File: config.mk
export PLATFORM = sky130hd
export DESIGN_NAME = sop_sequencer
export DESIGN_NICKNAME = d
export VERILOG_FILES = /design/src/rtl/sop_pkg.sv /design/src/rtl/sop_result_fifo.sv /design/src/rtl/sop_sequencer.sv
export SDC_FILE = /design/constraint.sdc
export NUM_CORES = 1
export LEC_CHECK = 0
export ABC_AREA = 0
export CELL_PAD_IN_SITES_DETAIL_PLACEMENT = 0
export CELL_PAD_IN_SITES_GLOBAL_PLACEMENT = 1
export CORE_MARGIN = 2
export CORE_UTILIZATION = 43
export DETAILED_ROUTE_END_ITERATION = 10
export HOLD_SLACK_MARGIN = 0.1
export PLACE_DENSITY = 0.95
export SKIP_CTS_REPAIR_TIMING = 1
export SLEW_MARGIN = 20
export SYNTH_ARGS = -nofsm -noshare
export SYNTH_HDL_FRONTEND = slang
export SYNTH_HIERARCHICAL = 1
export SYNTH_SLANG_ARGS = --single-unit
File: constraint.sdc
create_clock -name clk -period 8.8 [get_ports clk]
set_input_delay 1.76 -clock clk [delete_from_list [all_inputs] [get_ports clk]]
set_output_delay 1.76 -clock clk [all_outputs]
set_load 0.03 [all_outputs]
File: src/rtl/sop_pkg.sv
// sop_pkg: shared states, coefficient addresses and sum width for the sop sequencer
package sop_pkg;
  typedef enum logic [1:0] {IDLE, RUN, DRAIN} state_e;
  localparam logic [1:0] COEF11 = 2'd0;
  localparam logic [1:0] COEF12 = 2'd1;
  localparam logic [1:0] COEF21 = 2'd2;
  localparam logic [1:0] COEF22 = 2'd3;
  function automatic int sum_width(input int w);
    return 2 * w + 2;
  endfunction
endpackage

File: src/rtl/sop_result_fifo.sv
// sop_result_fifo: first-word-fall-through result FIFO with registered head and occupancy count
module sop_result_fifo
  import sop_pkg::*;
#(
  parameter int WIDTH = 10,
  parameter int DEPTH = 4
) (
  input  logic                       clk,
  input  logic                       rst,
  input  logic                       push,
  input  logic [WIDTH-1:0]           push_data,
  input  logic                       pop,
  output logic                       out_valid,
  output logic [WIDTH-1:0]           out_data,
  output logic [$clog2(DEPTH+1)-1:0] count
);
  localparam int AW = DEPTH > 1 ? $clog2(DEPTH) : 1;
  localparam int CW = $clog2(DEPTH + 1);
  logic [WIDTH-1:0] mem_q [DEPTH];
  logic [WIDTH-1:0] mem_d [DEPTH];
  logic [AW-1:0] rd_q, rd_d, wr_q, wr_d;
  logic [CW-1:0] cnt_q, cnt_d;
  logic [WIDTH-1:0] head_q, head_d;
  logic do_pop;
  function automatic logic [AW-1:0] inc(input logic [AW-1:0] p);
    return p == AW'(DEPTH - 1) ? '0 : p + 1'b1;
  endfunction
  always_comb begin
    do_pop = pop && cnt_q != '0;
    mem_d = mem_q;
    if (push) mem_d[wr_q] = push_data;
    wr_d = push ? inc(wr_q) : wr_q;
    rd_d = do_pop ? inc(rd_q) : rd_q;
    cnt_d = cnt_q + CW'(push) - CW'(do_pop);
    head_d = cnt_d == '0 ? head_q : mem_d[rd_d];
  end
  always_ff @(posedge clk) mem_q <= mem_d;
  always_ff @(posedge clk) begin
    if (!rst) begin
      rd_q <= '0;
      wr_q <= '0;
      cnt_q <= '0;
      head_q <= '0;
    end else begin
      rd_q <= rd_d;
      wr_q <= wr_d;
      cnt_q <= cnt_d;
      head_q <= head_d;
    end
  end
  assign out_valid = cnt_q != '0;
  assign out_data = head_q;
  assign count = cnt_q;
endmodule

File: src/rtl/sop_sequencer.sv
// sop_sequencer: feeds samples into sum_of_products, tags them and collects results in a credit-protected FIFO
module sop_sequencer
  import sop_pkg::*;
#(
  parameter int DATA_WIDTH = 4,
  parameter int PIPE_LAT = 2,
  parameter int DEPTH = 4
) (
  input  logic                                clk,
  input  logic                                rst,
  input  logic                                start,
  input  logic                                flush,
  output logic                                busy,
  input  logic                                coef_wr,
  input  logic [1:0]                          coef_addr,
  input  logic [DATA_WIDTH-1:0]               coef_wdata,
  input  logic                                in_valid,
  output logic                                in_ready,
  input  logic [DATA_WIDTH-1:0]               in_data,
  output logic [DATA_WIDTH-1:0]               sop_data,
  output logic [DATA_WIDTH-1:0]               sop_coef11,
  output logic [DATA_WIDTH-1:0]               sop_coef12,
  output logic [DATA_WIDTH-1:0]               sop_coef21,
  output logic [DATA_WIDTH-1:0]               sop_coef22,
  input  logic [sum_width(DATA_WIDTH)-1:0]    sop_sum,
  output logic                                out_valid,
  input  logic                                out_ready,
  output logic [sum_width(DATA_WIDTH)-1:0]    out_data
);
  localparam int SW = sum_width(DATA_WIDTH);
  localparam int CW = $clog2(DEPTH + 1);
  localparam int OW = $clog2(DEPTH + PIPE_LAT + 2);
  state_e state_q, state_d;
  logic [DATA_WIDTH-1:0] coef_q [4];
  logic [DATA_WIDTH-1:0] coef_d [4];
  logic [DATA_WIDTH-1:0] sop_data_q, sop_data_d;
  logic [PIPE_LAT:0] tag_q, tag_d;
  logic [CW-1:0] fifo_count;
  logic [OW-1:0] occ;
  logic accept;
  always_comb begin
    occ = OW'(fifo_count) + OW'($countones(tag_q));
    in_ready = state_q == RUN && occ < OW'(DEPTH);
    accept = in_valid && in_ready;
    coef_d = coef_q;
    if (state_q == IDLE && coef_wr) coef_d[coef_addr] = coef_wdata;
    sop_data_d = accept ? in_data : '0;
    tag_d = {tag_q[PIPE_LAT-1:0], accept};
    state_d = state_q == IDLE ? (start ? RUN : IDLE) :
              state_q == RUN  ? (flush ? DRAIN : RUN) :
              (tag_q == '0 ? IDLE : DRAIN);
  end
  always_ff @(posedge clk) begin
    if (!rst) begin
      state_q <= IDLE;
      coef_q <= '{default: '0};
      sop_data_q <= '0;
      tag_q <= '0;
    end else begin
      state_q <= state_d;
      coef_q <= coef_d;
      sop_data_q <= sop_data_d;
      tag_q <= tag_d;
    end
  end
  sop_result_fifo #(.WIDTH(SW), .DEPTH(DEPTH)) u_fifo (
    .clk      (clk),
    .rst      (rst),
    .push     (tag_q[PIPE_LAT]),
    .push_data(sop_sum),
    .pop      (out_ready),
    .out_valid(out_valid),
    .out_data (out_data),
    .count    (fifo_count)
  );
  assign busy = state_q != IDLE;
  assign sop_data = sop_data_q;
  assign sop_coef11 = coef_q[COEF11];
  assign sop_coef12 = coef_q[COEF12];
  assign sop_coef21 = coef_q[COEF21];
  assign sop_coef22 = coef_q[COEF22];
endmodule

# Yosys cells after proc, flatten, opt, wreduce, memory -nomap -nowiden
# Index checks and enable logic that the tools add are counted.
# totals
register_bits	82
inputBits	27
out_inout_bits	33
# op_classes
addsub	7
n_lt_le_gt_ge	6
eq_ne	3
mux	18
n_bitwise	3
reduce_logical	12
# ops
op	n
$bwmux W40	1
$mux W40	1
$mux W10	3
$bmux W10 S2	1
$demux W10 S2	1
$bwmux W16	1
$mux W2	7
$ge A3 B3 Y1 const B	3
$not A2 Y3	3
$demux W4 S2	1
$logic_and A1 B1 Y1	6
$logic_not A3 Y1	2
$lt A3 B1 Y1 const B	2
$add A2 B1 Y2 const B	2
$eq A2 B2 Y1 const B	2
$mux W4	1
$add A2 B1 Y3	1
$add A3 B1 Y3	1
$add A3 B3 Y3	1
$lt A3 B3 Y1 const B	1
$reduce_bool A3 Y1	1
$sub A3 B1 Y3	1
$add A1 B1 Y2	1
$eq A2 B1 Y1 const B	1
4 further kinds	4

# Longest topological paths before layout
# Gate-level depths: netlist of run 1.
# depth
word_depth	10
ltp_mapped	13
mapped_depth_nobuf	12

# Cells and area by module
# Netlist of run 1, hierarchy kept.
# modules_own_cells
mod	instances	cells_per_inst	area_per_inst_um2	seq_area_each_um2
sop_result_fifo	1	350	2683.8	1141.1
sop_sequencer	1	98	1027.2	500.5

# Least setup slack after synthesis of run 1
# Ideal clock, no wire load.
# synth_timing
path_kind	input -> register
start	input port out_ready
end	register u_fifo.head_q[0], in the netlist u_fifo/out_data[0]
t_arrival_ns	3.798
path_slack_ns	4.875
cell_stages	13
n_path_buf	1
cell_sequence	o31ai_4 > inv_1 > ha_1 > inv_1 > ha_1 > inv_1 > fa_1 > xor3_1 > or3b_1 > and3_1 > buf_6 > o2111ai_1 > nand4_1
# synth_between
elab_chain_cells	6
word_cells_on_any_way	8
# synth_lines
item	line	text
start: declaration	sop_sequencer.sv:27	input logic out_ready,
$logic_and A1 B1 Y1 *	sop_result_fifo.sv:29	do_pop = pop && cnt_q != '0;
$mux W2	sop_result_fifo.sv:33	rd_d = do_pop ? inc(rd_q) : rd_q;
$not A2 Y3 (implied by the code)	sop_result_fifo.sv:35	head_d = cnt_d == '0 ? head_q : mem_d[rd_d];
$bmux W10 S2	sop_result_fifo.sv:35	
$mux W10 (implied by the code) (2 in series)	sop_result_fifo.sv:35	
end signal: assignment	sop_result_fifo.sv:43	head_q <= '0;
end signal: assignment	sop_result_fifo.sv:48	head_q <= head_d;
end: declaration	sop_result_fifo.sv:23	logic [WIDTH-1:0] head_q, head_d;
# Mark *: on every way between the ends. The rest lies on a longest branch, timed or not. The select of a mux whose other input is x is not followed.
# A chain may end at the register's enable or synchronous reset.

# Final worst setup path of run 1
# layout_timing
start	register u_fifo.cnt_q[0], in the netlist u_fifo/count[0]
end	output port in_ready
# layout_between
elab_chain_cells	3
# layout_lines
item	line	text
start: declaration	sop_result_fifo.sv:22	logic [CW-1:0] cnt_q, cnt_d;
start signal: assignment	sop_result_fifo.sv:47	cnt_q <= cnt_d;
$add A3 B3 Y3	sop_sequencer.sv:42	occ = OW'(fifo_count) + OW'($countones(tag_q));
$lt A3 B3 Y1	sop_sequencer.sv:43	in_ready = state_q == RUN && occ < OW'(DEPTH);
$logic_and A1 B1 Y1	sop_sequencer.sv:43	
end: declaration	sop_sequencer.sv:18	output logic in_ready,
# No other way between the ends.

==> flow_metrics.tcl, run 1 <==
set metrics [dict create \
    period_needed_ns 4.58 \
    p_per_area_nw_per_um2 262 \
    tightest_slew_ns 0.974 \
    ys_seq_elements 82 \
    synth_top_area_cell "dfxtp_1" \
    worstPathRequired_ns 7.04 \
    async_flop_share 0 \
    grt_max_degree 33 \
    power_frac_comb 0.361 \
    routedWlPerCell_um 14.1 \
    p_sw_mw 0.406 \
    pwr-share-clk 0.241 \
    nets 535 \
    start_util 0.447 \
    fmaxAchievable_mhz 218 \
    clk_pin_slew_ns 0.08 \
    die_area_um2 9390 \
    fp.dieW_um 96.9 \
    critPathKind "reg2out" \
    post-route-period-util 0.520 \
    status "finished clean" \
    max-cap-violations 0 \
    h-tree-depth 3 \
    yosys_most_used_dff "dfxtp_1" \
    dpl.hpwl_um 5720 \
    antenna_left 0 \
    finClkSkew_ns 0.0126 \
    core_area_um2 8300 \
    final-setup-viol-count 0 \
    fin_util 0.547 \
    cts_buffers 9 \
    drv_slew 0 \
    relSlewSlack 0.342 \
    seq_power_share 0.397 \
    area_delta_synth_final_pct 22.2 \
    p_leak_nw 1.94 \
    nFillCells 776 \
    tns_ns 0 \
    critPathArrivalTime_ns 2.82 \
    synth_area_leaders "dfxtp_1 (44%), nand2_1 (16%), or3_1 (6.6%)" \
    place_inst 591 \
    diodes 0 \
    hold_viol 0 \
    dr.first_iter.drc_count 208 \
    syn_nets 486 \
    avgSynthCellArea_um2 8.28 \
    io_pins 60 \
    syn_area_um2 3710 \
    holdWs_ns 0.438 \
    io_buffer_count 59 \
    cts_tree "done" \
    clk_path_buf_depth 2 \
    instances_no_fill 606 \
    endpoint_kind "output port" \
    vias_per_cell 5.23 \
    rsz0062_at_grt "false" \
    hold_path.class "reg2reg" \
    synth_seq_area_share 0.442 \
    drc 0 \
    synth_top_cell_area_share 0.442 \
    sw_frac_of_total 0.342 \
    gr-usage-all-layers 0.188 \
    cts_sinks 82 \
    ir_worst_vdd_v 0.0000943 \
    grt_pass1_wl_um 14700 \
    first_pass_iters 4 \
    drive_above_1_share 0.0479 \
    intPower_mw 0.780 \
    syn-instance-count 448 \
    cp_max_fo 6 \
    start_kind "register" \
    clock_latency_ns 0.35 \
    antenna_found_initial 0 \
    gr-total-overflow 0 \
    grt_pass1_vias 3083 \
    synth_edf_count 0 \
    yosysWarnings 6 \
    vias 3171 \
    drt_wl_total_um 8570 \
    cts-root-buf "clkbuf_8" \
    placementRows 33 \
    synth_cell_types 40 \
    finalWeightedCongestion 0.755 \
    die_y_um 96.9 \
]
## cells by family after synthesis
group | count (synthesis) | share of synthesized area
xor+xnor | 1 | 0.00641
buf+inv | 37 | 0.0465
fa+ha+maj | 11 | 0.0411
compound gates | 30 | 0.0654
mux | 23 | 0.0678
flops | 82 | 0.442
simple gates | 264 | 0.330
## worst max-delay path: stages (launching register included)
cell and delay [ns]:
dfxtp_1 0.42, inv_1 0.08, fa_1 0.36, inv_1 0.07, ha_1 0.21, and3b_1 0.18
nor3_2 0.34, o21a_1 0.16, clkdlybuf4s50_1 0.66
## layer usage
layer	track usage	routed length, µm
met1	0.236	3810
met2	0.312	3920
met3	0.0679	757
met4	0.0423	76
met5	0	0
## sequential cells by signal (all words and copies together), names as in the netlist
register	count
sop_coef11	4
u_fifo/rd_q	2
tag_q	3
sop_coef12	4
sop_data	4
u_fifo/mem_q	40
u_fifo/wr_q	2
sop_coef22	4
state_q	2
sop_coef21	4
u_fifo/out_data	10
u_fifo/count	3
## cell usage in the layout (no fill, tap or decap), types with 2 or more instances in the layout
cell and instances:
nand2_1 154, dfxtp_1 82, clkdlybuf4s50_1 59, or3_1 39
nor2_1 29, nand4_1 21, mux2i_1 20, inv_1 15
o2111ai_1 10, ha_1 9, clkbuf_8 9, o21ai_1 8
and2_1 7, o2111a_1 4, clkbuf_1 3, o21a_1 2
fa_1 2, bufinv_16 2, or3_2 2, o21ai_0 2
## synth_stat cells, types with 2 or more instances
cell         n
dfxtp_1     82
o21ai_0      2
o2111ai_1   10
or3_1       39
o21ai_1      8
clkbuf_1    12
or3_2        2
nand4_1     21
fa_1         2
buf_2        6
o21a_1       2
nor2_1      29
and2_1       7
o2111a_1     4
buf_6        3
ha_1         9
inv_1       15
mux2i_1     20
nand2_1    154
## final cells by class
type	count	area, µm²	area share
clock buffers	12	135	0.0298
clock inverters	3	65.1	0.0143
inverters	15	56.3	0.0124
multi-input cells	329	1910	0.421
flip-flops and latches	82	1640	0.362
well taps	105	131	0.0290
repair buffers	60	598	0.132
## power by group through the flow
stage	clock [mW]	sequential (mW)	combinational [mW]
2_1_floorplan	0	0.518	0.259
3_3_place_gp	0	0.478	0.413
3_5_place_dp	0	0.480	0.424
4_1_cts	0.295	0.472	0.426
5_1_grt	0.310	0.479	0.476
6_report	0.286	0.472	0.429
## stage by stage
step	cell area (µm²)	power [mW]	setup WS, ns
floorplan	3710	0.778	4.87
global placement	4330	0.891	3.92
detailed placement	4330	0.904	3.75
CTS	4530	1.19	4.11
global route	4540	1.27	4.09
finish	4540	1.19	4.22
## final timing paths
path                                    from                              end  slack, ns  cells after the start
hold / removal      u_fifo/mem_q[11]$_DFF_P_         u_fifo/mem_q[11]$_DFF_P_       0.44                      2
setup / recovery  u_fifo/count[0]$_SDFF_PN0_                         in_ready       4.22                      8
hold reg to reg     u_fifo/mem_q[11]$_DFF_P_         u_fifo/mem_q[11]$_DFF_P_       0.44                      2
setup reg to reg  u_fifo/count[1]$_SDFF_PN0_  u_fifo/out_data[0]$_SDFFE_PN0P_       5.64                     12
Note: power is estimated with default switching activity, not from simulation.
==> inputs of run 2 (changes only) <==
Settings changed: CORE_UTILIZATION 43 to 39, PLACE_DENSITY 0.95 to 0.9.
Clock period 8.8 ns to 4.67 ns, I/O delays scaled along.
==> run 2 against run 1 <==
  * Cell count is 4.3% higher
  * Cell area up 0.52%
  * Setup slack lost 3.3 ns
  * Clock power rose by 71%
  * First-iteration DRC count down 30%
  * Wire length rose by 4.4%
  * Critical path type unchanged
  * Via count rose by 1.5%
  * Largest power group unchanged
  * Clock skew about the same
  * Combinational power grew 91%
  * Register-to-register slack worse by 4.2 ns
  * Sequential power rose by 89%
==> flow_metrics.tcl, run 2 (synthesis results as in run 1) <==
set metrics [dict create \
    instances_no_fill 632 \
    io_buffer_count 59 \
    nFillCells 906 \
    start_util 0.402 \
    grt_pass1_wl_um 14300 \
    relSlewSlack 0.317 \
    post_dp_cell_area_um2 4370 \
    drive_above_1_share 0.0577 \
    cts_sinks 82 \
    final_cell_mix "nand2_1 (154), dfxtp_1 (82), clkdlybuf4s50_1 (59)" \
    diodes 0 \
    max-cap-violations 0 \
    antenna_found_initial 0 \
    die_area_um2 10300 \
    io_pins 60 \
    register_area_um2 1640 \
    worstPathRequired_ns 3.74 \
    vias_per_cell 5.09 \
    drt_wl_total_um 8940 \
    area_delta_synth_final_pct 22.9 \
    post-route-period-util 0.801 \
    p_leak_nw 1.93 \
    dpl.hpwl_um 5990 \
    place_inst 616 \
    fin_ws_ns 0.930 \
    cts_buffers 9 \
    nets 536 \
    clk_path_buf_depth 2 \
    critPathArrivalTime_ns 2.81 \
    design_area_um2 4560 \
    period_needed_ns 3.74 \
    drv_slew 0 \
    clock_latency_ns 0.36 \
    h-tree-depth 3 \
    cts-root-buf "clkbuf_8" \
    fmaxAchievable_mhz 267 \
    multiInputGateArea_um2 1910 \
    finClkSkew_ns 0.0127 \
    gr-usage-all-layers 0.176 \
    dr.first_iter.drc_count 146 \
    grt_max_degree 31 \
    hold_viol 0 \
    finalWeightedCongestion 0.780 \
    gr-total-overflow 0 \
    cp_max_fo 6 \
    largest_reg_flops 40 \
    vias 3217 \
    tns_ns 0 \
    hold_path.class "reg2reg" \
    rsz0062_at_grt "false" \
    placementRows 35 \
    core_area_um2 9240 \
    critPathKind "reg2out" \
    finalPower_mw 2.20 \
    cts_tree "done" \
    fp.dieW_um 102 \
    endpoint_kind "output port" \
    p_per_area_nw_per_um2 483 \
    antenna_left 0 \
    routedWlPerCell_um 14.2 \
    top_register "u_fifo/mem_q" \
    grt_pass1_vias 3050 \
    ir_worst_vdd_v 0.000228 \
    first_pass_iters 4 \
    die_y_um 102 \
    final_common_cell "nand2_1" \
    status "finished clean" \
    clk_pin_slew_ns 0.09 \
    final-setup-viol-count 0 \
    drc 0 \
    tightest_slew_ns 1.01 \
    start_kind "register" \
    place_ws_ns 0.416 \
]
==> run 2: cell count changes in the layout (fill, tap and decap cells not counted), sizes merged <==
cell	previous run	this run
clkbuf	12	10
buf	1	2
clkinvlp	0	3
inv	15	17
bufinv	2	0
==> run 2: final cells by class <==
type | instances | area share
clock buffers | 10 | 0.0302
clock inverters | 6 | 0.0107
inverters | 15 | 0.0123
multi-input cells | 329 | 0.418
flip-flops and latches | 82 | 0.360
well taps | 129 | 0.0354
repair buffers | 61 | 0.133
==> run 2: final timing paths <==
kind / slack, ns / endpoint / from / cells past startpoint
hold reg to reg: 0.44 / u_fifo/mem_q[17]$_DFF_P_ / u_fifo/mem_q[17]$_DFF_P_ / 2
hold / removal: 0.44 / u_fifo/mem_q[17]$_DFF_P_ / u_fifo/mem_q[17]$_DFF_P_ / 2
setup reg to reg: 1.45 / u_fifo/out_data[0]$_SDFFE_PN0P_ / u_fifo/count[1]$_SDFF_PN0_ / 12
setup / recovery: 0.93 / in_ready / u_fifo/count[0]$_SDFF_PN0_ / 8
==> run 2: per-stage QoR <==
step / util / hold slack [ns]
after floorplan: - / 0.416
after global placement: 0.473 / 0.426
after detailed placement: 0.473 / 0.429
after CTS: 0.493 / 0.444
after global routing: 0.493 / 0.462
final: 0.493 / 0.444
==> run 2: where the power goes <==
| part | switching, mW | internal, mW |
|---|---|---|
| registers | 0.0748 | 0.819 |
| clock network | 0.276 | 0.212 |
| logic | 0.467 | 0.353 |
==> run 2: metal layers <==
metal / routed length, µm / vias up / global-route usage
met3: 539 / 14 / 0.0455
met1: 4050 / 1508 / 0.221
li1: - / 1610 / -
met2: 4190 / 85 / 0.288
met4: 159 / 0 / 0.0717
met5: 0 / - / 0
==> run 2: worst max-delay path, stage by stage, from the launching register on <==
cell	delay, ns
dfxtp_1	0.43
inv_1	0.09
fa_1	0.35
inv_1	0.06
ha_1	0.21
and3b_1	0.19
nor3_2	0.30
o21a_1	0.16
clkdlybuf4s50_1	0.66
==> inputs of run 3 (changes only) <==
Clock period 4.67 ns to 3.65 ns, I/O delays scaled along.
==> run 3 against run 2 <==
  * Cell area rose by 1.9%
  * Flip-flop and latch count unchanged
  * Critical path depth is the same
  * Global-route usage up 0.37 points
  * Setup slack lost 0.73 ns
  * Non-clock buffer count increased by 3
  * Combinational power grew 30%
  * Clock skew rose by 0.0024 ns
  * Via count rose by 0.99%
  * Clock power is 61% higher
  * Critical endpoint unchanged
  * Sequential power up 29%
  * Utilization up 0.92 points
==> flow_metrics.tcl, run 3 (synthesis results as in run 1) <==
set metrics [dict create \
    status "finished clean" \
    start_util 0.402 \
    rsz0062_at_grt "false" \
    rrSetupSlack_ns 0.57 \
    tns_ns 0 \
    gr-usage-all-layers 0.180 \
    grt_pass1_wl_um 14800 \
    critPathArrivalTime_ns 2.72 \
    die_area_um2 10300 \
    dpl.hpwl_um 5870 \
    clk_pin_slew_ns 0.08 \
    worstPathRequired_ns 2.92 \
    clock_latency_ns 0.35 \
    place_inst 619 \
    post_dp_cell_area_um2 4390 \
    h-tree-depth 3 \
    ir_worst_vdd_v 0.000388 \
    fp.dieW_um 102 \
    antenna_found_initial 0 \
    instances_no_fill 635 \
    die_y_um 102 \
    drive_above_1_share 0.0613 \
    drt_wl_total_um 8860 \
    slowest_stage "clkdlybuf4s50_1" \
    io_pins 60 \
    cts_buffers 9 \
    crit_chain "inv_1 > fa_1 > inv_1 > ha_1 > and3b_1 > nor3_4 > o21a_1 > clkdlybuf4s50_1" \
    cts_tree "done" \
    hold_path.class "reg2reg" \
    relSlewSlack 0.443 \
    dr.first_iter.drc_count 98 \
    p_per_area_nw_per_um2 645 \
    core_area_um2 9240 \
    start_kind "register" \
    finalPower_mw 3.00 \
    clk_path_buf_depth 2 \
    vias_per_cell 5.12 \
    critPathKind "reg2out" \
    endpoint_kind "output port" \
    io_buffer_count 59 \
    cts_sinks 82 \
    final-setup-viol-count 0 \
    nets 539 \
    hold_viol 0 \
    top_register "u_fifo/mem_q" \
    design_area_um2 4640 \
    tightest_slew_ns 0.836 \
    finalWeightedCongestion 0.775 \
    p_leak_nw 1.98 \
    placementRows 35 \
    final_common_cell "nand2_1" \
    first_pass_iters 4 \
    fmaxAchievable_mhz 290 \
    critPathMaxStageDelay_ns 0.66 \
    antenna_left 0 \
    max-cap-violations 0 \
    grt_max_degree 32 \
    final_cell_mix "nand2_1 (154), dfxtp_1 (82), clkdlybuf4s50_1 (59)" \
    largest_reg_flops 40 \
    area_delta_synth_final_pct 25.2 \
    finClkSkew_ns 0.0151 \
    vias 3249 \
    crit_path_frequent_cell "inv_1" \
    routedWlPerCell_um 13.9 \
    cp_max_fo 6 \
    cts-root-buf "clkbuf_8" \
    period_needed_ns 3.45 \
    drv_slew 0 \
    drc 0 \
    grt_pass1_vias 3205 \
    diodes 0 \
    gr-total-overflow 0 \
    post-route-period-util 0.946 \
]
run 3: cell types whose count changed in the layout (fill, tap and decap cells not counted):
cell        delta
buf_4          +3
bufinv_16      +3
clkinvlp_4     -2
inv_6          -2
clkbuf_1       +1
clkbuf_8       -1
clkinv_4       +1
nor3_2         -1
nor3_4         +1
run 3: per-layer routing:
layer | up-vias | wire (µm) | GRT usage
met3 | 12 | 625 | 0.0511
met1 | 1519 | 4010 | 0.231
met4 | 0 | 127 | 0.0582
li1 | 1615 | - | -
met5 | - | 0 | 0
met2 | 103 | 4090 | 0.293
run 3: final timing paths:
check,from,end,depth (start not counted)
min,u_fifo/mem_q[35]$_DFF_P_,u_fifo/mem_q[35]$_DFF_P_,2
max,u_fifo/count[0]$_SDFF_PN0_,in_ready,8
min reg2reg,u_fifo/mem_q[35]$_DFF_P_,u_fifo/mem_q[35]$_DFF_P_,2
max reg2reg,u_fifo/count[1]$_SDFF_PN0_,u_fifo/out_data[2]$_SDFFE_PN0P_,12
run 3: critical path: cells and delay by family (launching register included):
kind / cells / cell delay (ns)
buf+inv: 3 / 0.80
flops: 1 / 0.42
simple gates: 2 / 0.43
fa+ha+maj: 2 / 0.58
compound gates: 1 / 0.15
run 3: through the flow:
stage,setup slack [ns],util,hold slack [ns]
2_1_floorplan,0.755,-,0.416
3_3_place_gp,-0.271,0.475,0.425
3_5_place_dp,-0.351,0.475,0.430
4_1_cts,-0.0107,0.501,0.442
5_1_grt,0.0689,0.503,0.462
6_report,0.198,0.503,0.439
run 3: power by group:
group	switching, mW	internal, mW	leakage [nW]
combinational	0.595	0.470	1.18
sequential	0.0976	1.05	0.676
clock	0.330	0.457	0.117
total	1.02	1.98	1.98
run 3: area by class of cell:
class	instances	area [µm²]
Fill cell	888	4600
Tap cell	129	161
Multi-Input combinational cell	329	1910
Inverter	15	56.3
Sequential cell	82	1640
Clock inverter	6	115
Timing Repair Buffer	64	628
Clock buffer	10	128
